`src/rtl/blackjack_pkg.sv`:
```
// Shared blackjack definitions: dealer FSM states, rank constants and the
// rank-to-value mapping used by the card dealer.
package blackjack_pkg;

  typedef enum logic [1:0] {
    S_IDLE,
    S_DRAW,
    S_SCAN,
    S_SHUFFLE
  } state_t;

  localparam logic [3:0] RANK_ACE  = 4'd1;
  localparam logic [3:0] RANK_JACK = 4'd11;
  localparam logic [3:0] RANK_KING = 4'd13;

  localparam int CARDS_PER_DECK = 52;

  // Ace counts high (11); face cards collapse to 10.
  function automatic logic [4:0] rank_to_value(input logic [3:0] rank);
    if (rank == RANK_ACE)
      return 5'd11;
    else if (rank >= 4'd10)
      return 5'd10;
    else
      return {1'b0, rank};
  endfunction

endpackage

```
`src/rtl/card_dealer_if.sv`:
```
// Request/response bundle between the game controller (master) and the card
// dealer (slave).
interface card_dealer_if
  import blackjack_pkg::*;
#(
  parameter int DECKS = 1
);
  localparam int CL_W = $clog2(CARDS_PER_DECK * DECKS + 1);

  logic            deal_req;
  logic            shuffle_req;
  logic            card_valid;
  logic [3:0]      card_rank;
  logic [4:0]      card_value;
  logic [CL_W-1:0] cards_left;
  logic            busy;
  logic            deck_empty;

  modport master (
    output deal_req, shuffle_req,
    input  card_valid, card_rank, card_value, cards_left, busy, deck_empty
  );

  modport slave (
    input  deal_req, shuffle_req,
    output card_valid, card_rank, card_value, cards_left, busy, deck_empty
  );
endinterface

```
`src/rtl/card_dealer_tracker.sv`:
```
// Per-rank usage bookkeeping for the shoe: availability lookup, increment on
// deal and one-rank-per-cycle clear during reshuffle.
module deck_tracker
  import blackjack_pkg::*;
#(
  parameter int DECKS = 1
) (
  input  logic       clk,
  input  logic       rst,
  input  logic [3:0] chk_idx,
  output logic       avail,
  input  logic       inc_en,
  input  logic       clr_en,
  input  logic [3:0] clr_idx
);
  localparam int UW = $clog2(4 * DECKS + 1);
  localparam logic [UW-1:0] COPIES = UW'(4 * DECKS);

  logic [UW-1:0] used [1:13];

  // Ranks 0, 14 and 15 are never available, so a bad generator value fails.
  always_comb begin
    avail = 1'b0;
    if (chk_idx >= RANK_ACE && chk_idx <= RANK_KING)
      avail = (used[chk_idx] < COPIES);
  end

  always_ff @(posedge clk or negedge rst) begin
    if (!rst) begin
      for (int i = 1; i <= 13; i++)
        used[i] <= '0;
    end else begin
      if (inc_en)
        used[chk_idx] <= used[chk_idx] + UW'(1);
      if (clr_en && clr_idx >= RANK_ACE && clr_idx <= RANK_KING)
        used[clr_idx] <= '0;
    end
  end
endmodule

```
`src/rtl/card_dealer.sv`:
```
// Blackjack card dealer: random draw with bounded retries, deterministic
// fallback scan, and a 13-cycle reshuffle of the shoe.
module card_dealer
  import blackjack_pkg::*;
#(
  parameter int DECKS     = 1,
  parameter int MAX_TRIES = 32
) (
  input  logic       clk,
  input  logic       rst,
  input  logic [3:0] rnd,
  card_dealer_if.slave bus
);
  localparam int CL_W = $clog2(CARDS_PER_DECK * DECKS + 1);
  localparam int TW   = (MAX_TRIES > 1) ? $clog2(MAX_TRIES) : 1;
  localparam logic [CL_W-1:0] FULL      = CL_W'(CARDS_PER_DECK * DECKS);
  localparam logic [TW-1:0]   LAST_TRY  = TW'(MAX_TRIES - 1);

  state_t          state;
  logic [TW-1:0]   tries;
  logic [3:0]      idx;
  logic            card_valid;
  logic [3:0]      card_rank;
  logic [4:0]      card_value;
  logic [CL_W-1:0] cards_left;

  logic [3:0] chk_idx;
  logic       avail;
  logic       deal_now;
  logic       deck_empty;

  assign deck_empty = (cards_left == '0);
  assign chk_idx    = (state == S_DRAW) ? rnd : idx;
  assign deal_now   = avail && (state == S_DRAW || state == S_SCAN);

  deck_tracker #(.DECKS(DECKS)) u_tracker (
    .clk     (clk),
    .rst     (rst),
    .chk_idx (chk_idx),
    .avail   (avail),
    .inc_en  (deal_now),
    .clr_en  (state == S_SHUFFLE),
    .clr_idx (idx)
  );

  always_ff @(posedge clk or negedge rst) begin
    if (!rst) begin
      state      <= S_IDLE;
      tries      <= '0;
      idx        <= RANK_ACE;
      card_valid <= 1'b0;
      card_rank  <= RANK_ACE;
      card_value <= 5'd11;
      cards_left <= FULL;
    end else begin
      card_valid <= 1'b0;
      case (state)
        S_IDLE: begin
          if (bus.shuffle_req) begin
            state <= S_SHUFFLE;
            idx   <= RANK_ACE;
          end else if (bus.deal_req && !deck_empty) begin
            state <= S_DRAW;
            tries <= '0;
          end
        end
        S_DRAW: begin
          if (deal_now) begin
            card_valid <= 1'b1;
            card_rank  <= chk_idx;
            card_value <= rank_to_value(chk_idx);
            cards_left <= cards_left - CL_W'(1);
            state      <= S_IDLE;
          end else if (tries == LAST_TRY) begin
            state <= S_SCAN;
            idx   <= RANK_ACE;
          end else begin
            tries <= tries + TW'(1);
          end
        end
        // A non-empty shoe guarantees some rank in 1..13 is available.
        S_SCAN: begin
          if (deal_now) begin
            card_valid <= 1'b1;
            card_rank  <= chk_idx;
            card_value <= rank_to_value(chk_idx);
            cards_left <= cards_left - CL_W'(1);
            state      <= S_IDLE;
          end else begin
            idx <= idx + 4'd1;
          end
        end
        S_SHUFFLE: begin
          if (idx == RANK_KING) begin
            cards_left <= FULL;
            state      <= S_IDLE;
          end else begin
            idx <= idx + 4'd1;
          end
        end
        default: state <= S_IDLE;
      endcase
    end
  end

  assign bus.card_valid = card_valid;
  assign bus.card_rank  = card_rank;
  assign bus.card_value = card_value;
  assign bus.cards_left = cards_left;
  assign bus.busy       = (state != S_IDLE);
  assign bus.deck_empty = deck_empty;
endmodule
```
`src/flat_wrapper.sv`:
```
// flat-port wrapper written by rule: the top's interface ports become plain ports
module card_dealer_flat import blackjack_pkg::*;
#(
  parameter int DECKS     = 1,
  parameter int MAX_TRIES = 32
)
  (clk, rst, rnd, bus_deal_req, bus_shuffle_req, bus_card_valid, bus_card_rank, bus_card_value, bus_cards_left, bus_busy, bus_deck_empty);
  card_dealer_if #(.DECKS(DECKS)) bus_i ();
  input  logic clk;
  input  logic rst;
  input  logic [3:0] rnd;
  input wire logic [$bits(bus_i.deal_req)-1:0] bus_deal_req;
  input wire logic [$bits(bus_i.shuffle_req)-1:0] bus_shuffle_req;
  output wire logic [$bits(bus_i.card_valid)-1:0] bus_card_valid;
  output wire logic [$bits(bus_i.card_rank)-1:0] bus_card_rank;
  output wire logic [$bits(bus_i.card_value)-1:0] bus_card_value;
  output wire logic [$bits(bus_i.cards_left)-1:0] bus_cards_left;
  output wire logic [$bits(bus_i.busy)-1:0] bus_busy;
  output wire logic [$bits(bus_i.deck_empty)-1:0] bus_deck_empty;
  assign bus_i.deal_req = bus_deal_req;
  assign bus_i.shuffle_req = bus_shuffle_req;
  assign bus_card_valid = bus_i.card_valid;
  assign bus_card_rank = bus_i.card_rank;
  assign bus_card_value = bus_i.card_value;
  assign bus_cards_left = bus_i.cards_left;
  assign bus_busy = bus_i.busy;
  assign bus_deck_empty = bus_i.deck_empty;
  card_dealer #(.DECKS(DECKS), .MAX_TRIES(MAX_TRIES)) u_core (.clk(clk), .rst(rst), .rnd(rnd), .bus(bus_i));
endmodule
```
`config.mk`:
```
export PLATFORM = sky130hd
export DESIGN_NAME = card_dealer_flat
export DESIGN_NICKNAME = d
export VERILOG_FILES = /design/src/rtl/blackjack_pkg.sv /design/src/rtl/card_dealer_if.sv /design/src/rtl/card_dealer_tracker.sv /design/src/rtl/card_dealer.sv /design/src/flat_wrapper.sv
export SDC_FILE = /design/constraint.sdc
export NUM_CORES = 1
export LEC_CHECK = 0
export BUFFER_PORTS_ARGS = -buffer_cell sky130_fd_sc_hd__buf_2
export CORE_MARGIN = 8
export CORE_UTILIZATION = 45
export DETAILED_ROUTE_END_ITERATION = 16
export PLACE_DENSITY = 0.63
export SLEW_MARGIN = 40
export SYNTH_ARGS = -nofsm -noshare
export SYNTH_HDL_FRONTEND = slang
export SYNTH_SLANG_ARGS = --single-unit
```
`constraint.sdc`:
```
create_clock -name clk -period 6.9 [get_ports clk]
set_input_delay 0.345 -clock clk [delete_from_list [all_inputs] [get_ports clk]]
set_output_delay 0.345 -clock clk [all_outputs]
set_load 0.03 [all_outputs]
```
==> impl_metrics.toml <==
[status]
status = "finished, final reports clean"

[sta]
tns_ns = 0
maxSlewHeadroom_pct = 42.0
clock.fmax_mhz = 236
setup_viol = 0
rsz0062_at_grt = "false"
min_period_ns = 4.25
period_share_pct = 61.5
hold_violations = 0
worst_slew_pin_slew_ns = 0.845
slew_viol_final = 0
finalWorstSetupSlack_ns = 2.65
fin_skew_ns = 0.0136

[detailed_routing]
via_per_inst = 6.13
drt_iter0_markers = 325
drt-pass1-iter-count = 4
postRouteAntennaNets = 0
via_count = 3287
post_drt_wl_per_cell_um = 19.1
drc = 0
wl_um = 10200

[clock_network]
h-tree-depth = 3
clock_path_buffers = 2
post_cts_buffers = 0
post_cts_resized = 0
cts_tree = "built"
hold_buffers = 0
cts_sinks = 65
clkLatencyLatePin_ns = 0.35
cts-root-buf = "clkbuf_8"
numCtsBuffers = 9
clk_pin_slew_worst_paths_ns = 0.08

[grt]
grt_usage_pct = 18.2
antenna_found_initial = 0
grt-ovfl-total = 0
grt_pass1_vias = 3185
grt_pass1_wl_um = 16900
grt_max_degree = 66

[synth]
synth_area_per_cell_sq_um = 9.52
synth-main-ff-cell = "dfrtp_1"
synth_nets = 432
syn-cell-area_sq_um = 3900
syn_inst = 410
ys_types = 57
synth_edf_count = 0
synthArstFlopShare_pct = 100
synth_warnings = 0
ys_seq_area_share_pct = 41.9
ys_seq_elements = 65

[floorplan]
rows = 34
initial_core_util_pct = 45.7
core-area_sq_um = 8550
fp.dieW_um = 109
ios = 26
dieHeight_um = 109
die-area_sq_um = 11900

[job]
maxCapViolCount = 0

[placement]
io_buffers = 24
dp_slack_ns = 2.44
place_hpwl_um = 7270
gp_congestion = 0.834

[worst_setup_path]
critPathKind = "reg2reg"
worst-path-max-fanout = 27
startpoint_type = "flip-flop"
end_kind = "flip-flop"
cp_data_arrival_time_ns = 4.53
critPathRequiredTime_ns = 7.18

[cells_and_area]
finalNetCount = 445
mostFrequentLayoutCell = "nor2_1"
insertedDiodeCount = 0
layout_common_cells = "67 x nor2_1, 57 x dfrtp_1, 38 x mux2i_1, 29 x nand2_1, 24 x buf_2"
syn_to_final_growth_pct = 9.71
drive_above_1_share_pct = 16.1

[power_and_ir_drop]
vdd_drop_max_v = 0.000246
fin_total_pwr_w = 0.00219
power.density_nw_per_um2 = 511
p_leak_nw = 2.13

[hold_path]
hold_class = "in2async"
==> state kept, by name, summed over array words and instances, names as in the netlist <==
signal and count:
u_core.bus.card_value 4, u_core.bus.cards_left 6, u_core.bus.card_rank 4, u_core.tries 5, u_core.idx 4, u_core.state 2
u_core.bus.card_valid 1, u_core.u_tracker.used 39
==> worst max-delay path, cell delays in order (launching register included) <==
cell and delay [ns]:
dfrtp_1 0.41, inv_1 0.11, ha_2 0.53, nor3_1 0.16
or2_2 0.44, a21oi_1 0.41, and2_1 0.67, nand2_1 0.45
inv_1 0.61, a41oi_1 0.22, nor2_1 0.15
==> per-layer routing <==
metal	global-route usage, %	part of all wire [%]	up-vias
met3	3.19	6.9	28
met4	8.99	3.1	0
li1	-	-	1514
met5	0	0	-
met1	24.3	44	1608
met2	27.8	46	137
==> final timing paths <==
path / startpoint / slack, ns / endpoint / depth (start not counted)
worst max register to register: u_core.state[1] / 2.65 / u_core.u_tracker.used[14] / 10
worst min register to register: u_core.bus.card_rank[3] / 0.47 / u_core.bus.card_rank[3] / 1
worst min-delay path: rst / 0.07 / u_core.idx[2] / 2
max in group asynchronous: rst / 6.41 / u_core.bus.cards_left[3] / 2
worst max-delay path: u_core.state[1] / 2.65 / u_core.u_tracker.used[14] / 10
min in group clk: rnd[2] / 0.40 / u_core.bus.card_rank[2] / 3
==> Yosys cell counts, drive strengths merged, types with 12 or more instances <==
cell / instances / area share, %
a41oi: 14 / 3.1
mux2i: 39 / 10
o21ai: 16 / 2.1
buf: 13 / 2.1
nand4: 15 / 2.4
ha: 14 / 4.5
nand2: 30 / 3.1
dfrtp: 57 / 37
inv: 20 / 1.9
nor2: 67 / 6.4
clkbuf: 12 / 1.2
==> final cells by class <==
type                    instances  area, sq um
fillers                       799         4270
multi-input cells             300         2090
flip-flops and latches         65         1640
repair buffers                 27          146
clock buffers                  10          138
well taps                     108          135
inverters                      20         75.1
clock inverters                 6         65.1
==> report_power, final <==
group          total, W  leakage, nW  switching (W)  internal [W]
Sequential     0.000659        0.837       0.000111      0.000548
Combinational   0.00119         1.19       0.000795      0.000398
Clock          0.000337        0.103       0.000159      0.000177
==> cells by family (layout without fill, tap and decap cells) <==
kind of cell	count (synthesis)	in the layout	synth area share (%)
xor gates and xnor gates	1	1	0.224
AOI/OAI and AO/OA	79	79	15.4
other	1	1	0.0961
adders and majority gates	14	14	4.49
DFF	65	65	41.9
buffers and inverters	45	63	5.22
and+or+nand+nor	157	157	18.8
muxes	48	48	13.7
==> metrics by stage <==
stage          cells  hold slack [ns]  utilization, %  area (sq um)
6_report         536           0.0720            50.1          4280
4_1_cts          536            0.208            49.9          4260
5_1_grt          536            0.143            50.1          4280
3_5_place_dp     520            0.460            47.5          4060
2_1_floorplan    410           0.0494               -          3900
3_3_place_gp     520            0.458            47.4          4050
(Power assumes the default switching activity.)
